--- src/rtl/udp_transmitter.sv ---
// udp_transmitter: frames a 64-bit payload with source/destination ports into
// a three-word stream (header-0, header-1, data). The checksum is accumulated
// one 16-bit halfword per cycle before the headers are sent.
// Optional build macro: UDP_TX_RFC_CSUM_EN selects a one's-complement
// (end-around carry) checksum instead of the default truncating 16-bit sum.
module udp_transmitter #(
  parameter logic [15:0] LEN_FIELD  = 16'h0040,
  parameter int unsigned GAP_CYCLES = 2
) (
  input  logic        clk,
  input  logic        rst,
  input  logic        start,
  input  logic [15:0] src_port,
  input  logic [15:0] dst_port,
  input  logic [63:0] payload,
  output logic        busy,
  output logic [63:0] out,
  output logic        out_valid,
  output logic        out_last
);

  typedef enum logic [2:0] {
    S_IDLE,
    S_CSUM,
    S_HDR0,
    S_HDR1,
    S_DATA,
    S_GAP
  } state_e;

  localparam logic [3:0] GAP_W = GAP_CYCLES[3:0];

  state_e      state_q, state_d;
  logic [15:0] src_q, src_d;
  logic [15:0] dst_q, dst_d;
  logic [63:0] payload_q, payload_d;
  logic [15:0] acc_q, acc_d;
  logic [1:0]  cnt_q, cnt_d;
  logic [3:0]  gap_q, gap_d;
  logic [63:0] out_q, out_d;
  logic        out_valid_q, out_valid_d;
  logic        out_last_q, out_last_d;
  logic [15:0] halfword;

  // One checksum step: truncating add by default, end-around carry if enabled.
  function automatic logic [15:0] csum_add(input logic [15:0] a, input logic [15:0] b);
`ifdef UDP_TX_RFC_CSUM_EN
    logic [16:0] sum;
    sum = {1'b0, a} + {1'b0, b};
    return sum[15:0] + {15'd0, sum[16]};
`else
    return a + b;
`endif
  endfunction

  // Select the halfword for this checksum step, most significant first.
  always_comb begin
    unique case (cnt_q)
      2'd0:    halfword = payload_q[63:48];
      2'd1:    halfword = payload_q[47:32];
      2'd2:    halfword = payload_q[31:16];
      default: halfword = payload_q[15:0];
    endcase
  end

  // Next-state and registered-output logic for the framing sequence.
  always_comb begin
    // NOTE: every signal gets a default before the case so no path leaves it
    // unassigned; an unassigned path in combinational logic infers a latch.
    state_d     = state_q;
    src_d       = src_q;
    dst_d       = dst_q;
    payload_d   = payload_q;
    acc_d       = acc_q;
    cnt_d       = cnt_q;
    gap_d       = gap_q;
    out_d       = out_q;
    out_valid_d = 1'b0;
    out_last_d  = 1'b0;

    unique case (state_q)
      S_IDLE: begin
        if (start) begin
          src_d     = src_port;
          dst_d     = dst_port;
          payload_d = payload;
          acc_d     = 16'd0;
          cnt_d     = 2'd0;
          state_d   = S_CSUM;
        end
      end
      S_CSUM: begin
        acc_d = csum_add(acc_q, halfword);
        cnt_d = cnt_q + 2'd1;
        if (cnt_q == 2'd3) state_d = S_HDR0;
      end
      S_HDR0: begin
        out_d       = {32'h0, src_q, dst_q};
        out_valid_d = 1'b1;
        state_d     = S_HDR1;
      end
      S_HDR1: begin
        out_d       = {32'h0, LEN_FIELD, ~acc_q};
        out_valid_d = 1'b1;
        state_d     = S_DATA;
      end
      S_DATA: begin
        out_d       = payload_q;
        out_valid_d = 1'b1;
        out_last_d  = 1'b1;
        if (GAP_W == 4'd0) begin
          state_d = S_IDLE;
        end else begin
          gap_d   = GAP_W - 4'd1;
          state_d = S_GAP;
        end
      end
      S_GAP: begin
        if (gap_q == 4'd0) state_d = S_IDLE;
        else               gap_d   = gap_q - 4'd1;
      end
      default: state_d = S_IDLE;
    endcase
  end

  // State and datapath registers; reset aborts any frame in flight.
  always_ff @(posedge clk or negedge rst) begin
    // NOTE: sequential state uses non-blocking assignments so every register
    // samples the pre-edge values, independent of statement order.
    if (!rst) begin
      state_q     <= S_IDLE;
      src_q       <= 16'd0;
      dst_q       <= 16'd0;
      payload_q   <= 64'd0;
      acc_q       <= 16'd0;
      cnt_q       <= 2'd0;
      gap_q       <= 4'd0;
      out_q       <= 64'd0;
      out_valid_q <= 1'b0;
      out_last_q  <= 1'b0;
    end else begin
      state_q     <= state_d;
      src_q       <= src_d;
      dst_q       <= dst_d;
      payload_q   <= payload_d;
      acc_q       <= acc_d;
      cnt_q       <= cnt_d;
      gap_q       <= gap_d;
      out_q       <= out_d;
      out_valid_q <= out_valid_d;
      out_last_q  <= out_last_d;
    end
  end

  assign busy      = (state_q != S_IDLE);
  assign out       = out_q;
  assign out_valid = out_valid_q;
  assign out_last  = out_last_q;

endmodule
--- config.mk ---
export PLATFORM = sky130hd
export DESIGN_NAME = udp_transmitter
export DESIGN_NICKNAME = d
export VERILOG_FILES = /design/src/rtl/udp_transmitter.sv
export SDC_FILE = /design/constraint.sdc
export NUM_CORES = 1
export LEC_CHECK = 0
export CAP_MARGIN = 20
export CORE_MARGIN = 2
export CORE_UTILIZATION = 56
export CTS_BUF_LIST = sky130_fd_sc_hd__clkbuf_16
export DETAILED_ROUTE_END_ITERATION = 12
export PLACE_DENSITY = 0.85
export SLEW_MARGIN = 20
export SYNTH_ARGS = -nofsm -noshare
export SYNTH_HDL_FRONTEND = slang
export SYNTH_SLANG_ARGS = --single-unit
--- constraint.sdc ---
create_clock -name clk -period 4.45 [get_ports clk]
set_clock_uncertainty 0.15 [all_clocks]
set_input_delay 0.89 -clock clk [delete_from_list [all_inputs] [get_ports clk]]
set_output_delay 0.89 -clock clk [all_outputs]
set_load 0.005 [all_outputs]
Yosys cells after proc, flatten, opt, wreduce, memory -nomap -nowiden
Index checks and enable logic that the tools add are counted.

word-level totals
  word-level logic and storage cells = 52
  input bits = 99
  flip-flop bits (word level) = 187
  output and inout port bits = 67

operators by class
  bitwise gates (word level) = 1
  add/sub/neg operators = 3
  equal/unequal tests = 12
  reduce and logical (&&, ||, !) cells = 12
  multiplexer cells = 14

operators with widths
  operator                                                            number
  64-bit case mux with 3 select lines                                 1
  16-bit case mux with 3 select lines                                 1
  16-bit case mux with 2 select lines                                 1
  3-bit case mux with 6 select lines                                  1
  16-bit adder                                                        1
  16-bit 2-to-1 mux                                                   1
  16-bit NOT                                                          1
  3-bit 2-to-1 mux                                                    3
  2-bit != test, second input constant                                4
  4-bit case mux with 2 select lines                                  1
  3-bit by 2-bit == test with 1-bit output, second input constant     2
  3-bit == test, second input constant                                2
  2-bit AND reduction                                                 3
  3-bit nonzero test                                                  2
  2-bit == test, second input constant                                2
  4-bit zero test                                                     1
  4-bit 2-to-1 mux                                                    1
  2-bit case mux with 2 select lines                                  1
  2-bit nonzero test                                                  2
  4-bit by 1-bit subtractor with 4-bit output, second input constant  1
  3-bit by 1-bit == test with 1-bit output, second input constant     1
  3-bit zero test                                                     1
  3-bit AND reduction                                                 1
  3-bit OR reduction                                                  1
  5 further kinds                                                     6

Longest topological paths before layout
  depth in word-level cells = 4
  depth in mapped cells = 14
  mapped depth without buffers = 13

Least setup slack after synthesis
Ideal clock, no wire load.

  path type = register to register
  start = reg cnt_q[0]
  end = reg acc_q[12]
  stages on the path, launching flop included = 15
  path buffers = 1
  period minus slack after synthesis = 3.006 ns
  arrival time = 2.727 ns
  library setup time = 0.129 ns
  setup slack = 1.444 ns
  data required time = 4.171 ns
  cells stage by stage = dfrtp_1 -> inv_1 -> ha_1 -> clkbuf_1 -> a222oi_1 -> a21oi_1 -> ha_1 -> inv_1 -> fa_1 -> nand3b_1 -> a21oi_1 -> nor3b_1 -> o31ai_1 -> xnor2_1 -> o21ai_1

between the ends
  word-level cells in the longest chain between the ends = 4
  elaborated cells between the ends (all ways) = 6
  classes of those cells = add/sub (1); eq/ne (2); mux (2); reduce/logical (1)

RTL lines
  what                                   RTL line  text
  start: declaration                     38        logic [1:0] cnt_q, cnt_d;
  start signal: assignment               147       cnt_q <= cnt_d;
  2-bit == test (tied with other cells)  58        unique case (cnt_q)
  16-bit case mux with 3 select lines *  58
  16-bit adder *                         52        return a + b;
  16-bit case mux with 2 select lines *  81        unique case (state_q)
  end signal: assignment                 135       acc_q <= 16'd0;
  end signal: assignment                 146       acc_q <= acc_d;
  end: declaration                       37        logic [15:0] acc_q, acc_d;

Every way passes the cells marked *; elsewhere a longest branch is shown, timed or not.
A chain may end at the register's enable or synchronous reset.

Worst setup path in the final report
  start = reg cnt_q[1]
  end = reg acc_q[12]

Same word-level chain as after synthesis.

==> metrics.md <==
| Metric | Value |
|---|---|
| Status | finished clean |
| Final Non-Filler Cells | about 1300 |
| CTS tree | yes |
| Avg Cell Area, Syn | roughly 9.2 um2 |
| Layout cells sized above 1 | 0.0552 |
| Commonest non-fill, non-tap cells in the layout | nand2_1, dfrtp_1, clkdlybuf4s50_1, nor2_1, a21oi_1 |
| Largest family of logic cells by synthesized area | simple AND/OR/NAND/NOR gates |
| Syn_nets | 1061 |
| # DRC | 0 |
| Commonest non-fill, non-tap cell in the layout | nand2_1 |
| Clk slew on worst S/H paths | 0.07 ns |
| Via count | about 7600 |
| Post-route ant nets | 0 |
| Compound-gate portion of the synthesized area | 0.159 |
| Worst Hold Launch | src_q[14]$_DFFE_PN0P_ |
| Io pins | 166 |
| Number of flops mapped to enable cells by yosys | 0 |
| Switching Share | 0.422 |
| Clk buf depth | 2 |
| Initial DRC Count | 851 |
| Cell count after synthesis | between 900 and 1000 |
| Initial Utilization | 0.570 |
| Seq pwr share | 0.361 |
| Top FF cell, synth | dfrtp_1 |
| Seq/Total Area, Yosys | 0.542 |
| Global-route wire length before repair | 39400 um |
| R2R depth | 11 |
| Post-synthesis mux area share | 0.00131 |
| Setup bufs post-CTS | 0 |
| Peak supply drop | 420 uV |
| Number of cell rows | 45 |
| Clock Power Share | 0.165 |
| H-Tree Depth | 4 |
| Pleak | approximately 0.0052 uW |
| Crit. End Element | flip-flop |
| Via density | ~6.0 |
| Worst skew pair latency | 0.44 ns |
| # clock sinks | 187 |
| Number of port buffers | ~170 |
| Power Density | ~800 mW/mm2 |
| Slew at the pin closest to its max-slew limit | between 0.9 and 1 ns |
| Synth Cell Area | 0.00863 mm2 |
| Pins over their slew limit | 0 |
| CTS Root Buffer Type | clkbuf_16 |
| RSZ-0062 raised after global routing | no |
| CP startpoint kind | flip-flop |
| Worst r2r src | cnt_q[1]$_DFFE_PN0P_ |
| Layout filler cell count | 1074 |
| Routed Wire Length | roughly 25000 um |
| Final WS setup | 1.03 ns |
| Drt first pass iters | 9 |
| CP Class | flip-flop to flip-flop |
| Final min period | 3.42 ns |
| RD Place Congestion | 0.962 |
| Post-detail-place hpwl | 17300 um |
| Final Hold Viols | 0 |
| TNS Setup | 0 ns |
| Critical path arrival | 3.57 ns |
| CTS Buf Count | 17 |
| Core area | 0.0151 mm2 |
| Die Height | 128 um |
| DP Cell Count | between 1000 and 1500 |
| Reg2reg setup slack | between 1 and 1.5 ns |
| All-Layer GR Usage | 0.314 |
| Adder-cell share of the synthesized area | 0.0357 |
| Critical path origin | cnt_q[1]$_DFFE_PN0P_ |
| Syn. warnings | 0 |
| Vias in the first global route | 7490 |
| Yosys reg bits | 187 |
| Worst slew margin | 0.396 |
| Post_cts resized | 0 |
| Critical-path maximum fanout | 16 |
| Initial antenna violation count | 0 |
| Fraction of registers with async set/reset | 1.00 |
| Die area | between 0.015 and 0.02 mm2 |
| Int Power | a little over 5000 uW |
| CP Data Required Time | ~4.6 ns |
| Max Cap Viol | 0 |
| Cts hold-fix bufs | 0 |
| Drt wl/cell | 19.4 um |
| Sw power | 3730 uW |
| Final setup viols | 0 |
| Final Core Density | 0.720 |
| Max Fclk | 292 MHz |
| Comb power frac | 0.474 |
| Total inserted antenna cells | 0 |
| Nets | approximately 1200 |
| DIE WIDTH | 128 um |
| Hold crit path type | flip-flop to flip-flop |
| Total congestion overflow | 0 |
| Pre-CTS setup slack | about 1.1 ns |
| Hold path cells | 2 |
| Maximum number of pins on one net before global-route repair | just under 100 |
| Area Overhead vs Synth | 26.4% |
| Tcrit/Tclk final | 0.770 |
| Post-synth cell types | 46 |
| Post-synthesis xor/xnor area fraction | 0.0162 |
| Post-Synth Simple-Gate Area | 0.204 |
Yosys cell counts (18+ instances only):
master,number,share of area
a31oi_1,18,0.013
o21ai_0,23,0.013
buf_2,28,0.016
clkbuf_1,24,0.010
a21oi_1,47,0.027
nand3_1,26,0.015
nor2_1,61,0.027
ha_1,23,0.033
a221oi_1,23,0.023
a22o_1,32,0.032
nand2_1,339,0.15
dfrtp_1,187,0.54
cell families (layout without fill, tap and decap cells):
family / Yosys count / count (layout)
adder cells (fa/ha/maj): 24 / 24
flip-flops: 187 / 187
XOR/XNOR: 16 / 16
buffers and inverters: 79 / 228
AO/OA/AOI/OAI: 187 / 187
AND/OR/NAND/NOR: 444 / 444
multiplexers: 1 / 1
state kept, by name, summed over array words and instances, names as in the netlist:
register and count:
acc_q 16, cnt_q 2, dst_q 16, gap_q 4, out 64, out_last 1
out_valid 1, payload_q 64, src_q 16, state_q 3
area by class of cell:
| class | instances | area (um2) | area share |
|---|---|---|---|
| clock buffers | 17 | 425 | 0.0390 |
| repair buffers | 179 | 1760 | 0.161 |
| clock inverters | 14 | 129 | 0.0118 |
| multi-input cells | 672 | 3610 | 0.331 |
| well taps | 188 | 235 | 0.0216 |
| inverters | 18 | 70.1 | 0.00642 |
| flip-flops and latches | 187 | 4680 | 0.429 |
layer usage:
layer  track usage  vias to the layer above  wire length [um]
li1              -                     3484                 -
met1         0.413                     3661             10000
met2         0.507                      392             11900
met3        0.0676                       68              1860
met4         0.135                        0               916
met5             0                        -                 0
final timing paths:
check,endpoint
worst max-delay path,acc_q[12]$_DFFE_PN0P_
worst min-delay path,src_q[14]$_DFFE_PN0P_
worst max register to register,acc_q[12]$_DFFE_PN0P_
worst min register to register,src_q[14]$_DFFE_PN0P_
max in group asynchronous,payload_q[45]$_DFFE_PN0P_
min in group asynchronous,src_q[9]$_DFFE_PN0P_
stage by stage:
stage / cell area (um2) / power [uW] / hold WS [ns]
2_1_floorplan: 8630 / 5820 / 0.297
3_3_place_gp: 10300 / 7150 / 0.312
3_5_place_dp: 10400 / 7310 / 0.317
4_1_cts: 10900 / 8810 / 0.332
5_1_grt: 10900 / 9470 / 0.355
6_report: 10900 / 8850 / 0.332
power groups by stage:
stage	clock network, uW	registers [uW]	logic [uW]
5_1_grt	1540	3260	4670
3_5_place_dp	0	3190	4120
6_report	1460	3200	4190
4_1_cts	1470	3170	4170
3_3_place_gp	0	3170	3980
2_1_floorplan	0	2920	2900
worst max-delay path: stages (launching register included):
cell      delay (ns)
dfrtp_1         0.41
inv_1           0.08
ha_1            0.38
a222oi_1        0.60
a21oi_1         0.18
ha_1            0.35
a21o_1          0.20
and3_1          0.19
nor3b_1         0.38
o31ai_1         0.14
xnor2_1         0.15
o21ai_1         0.07
No activity file was read; power rests on OpenSTA's default activity.
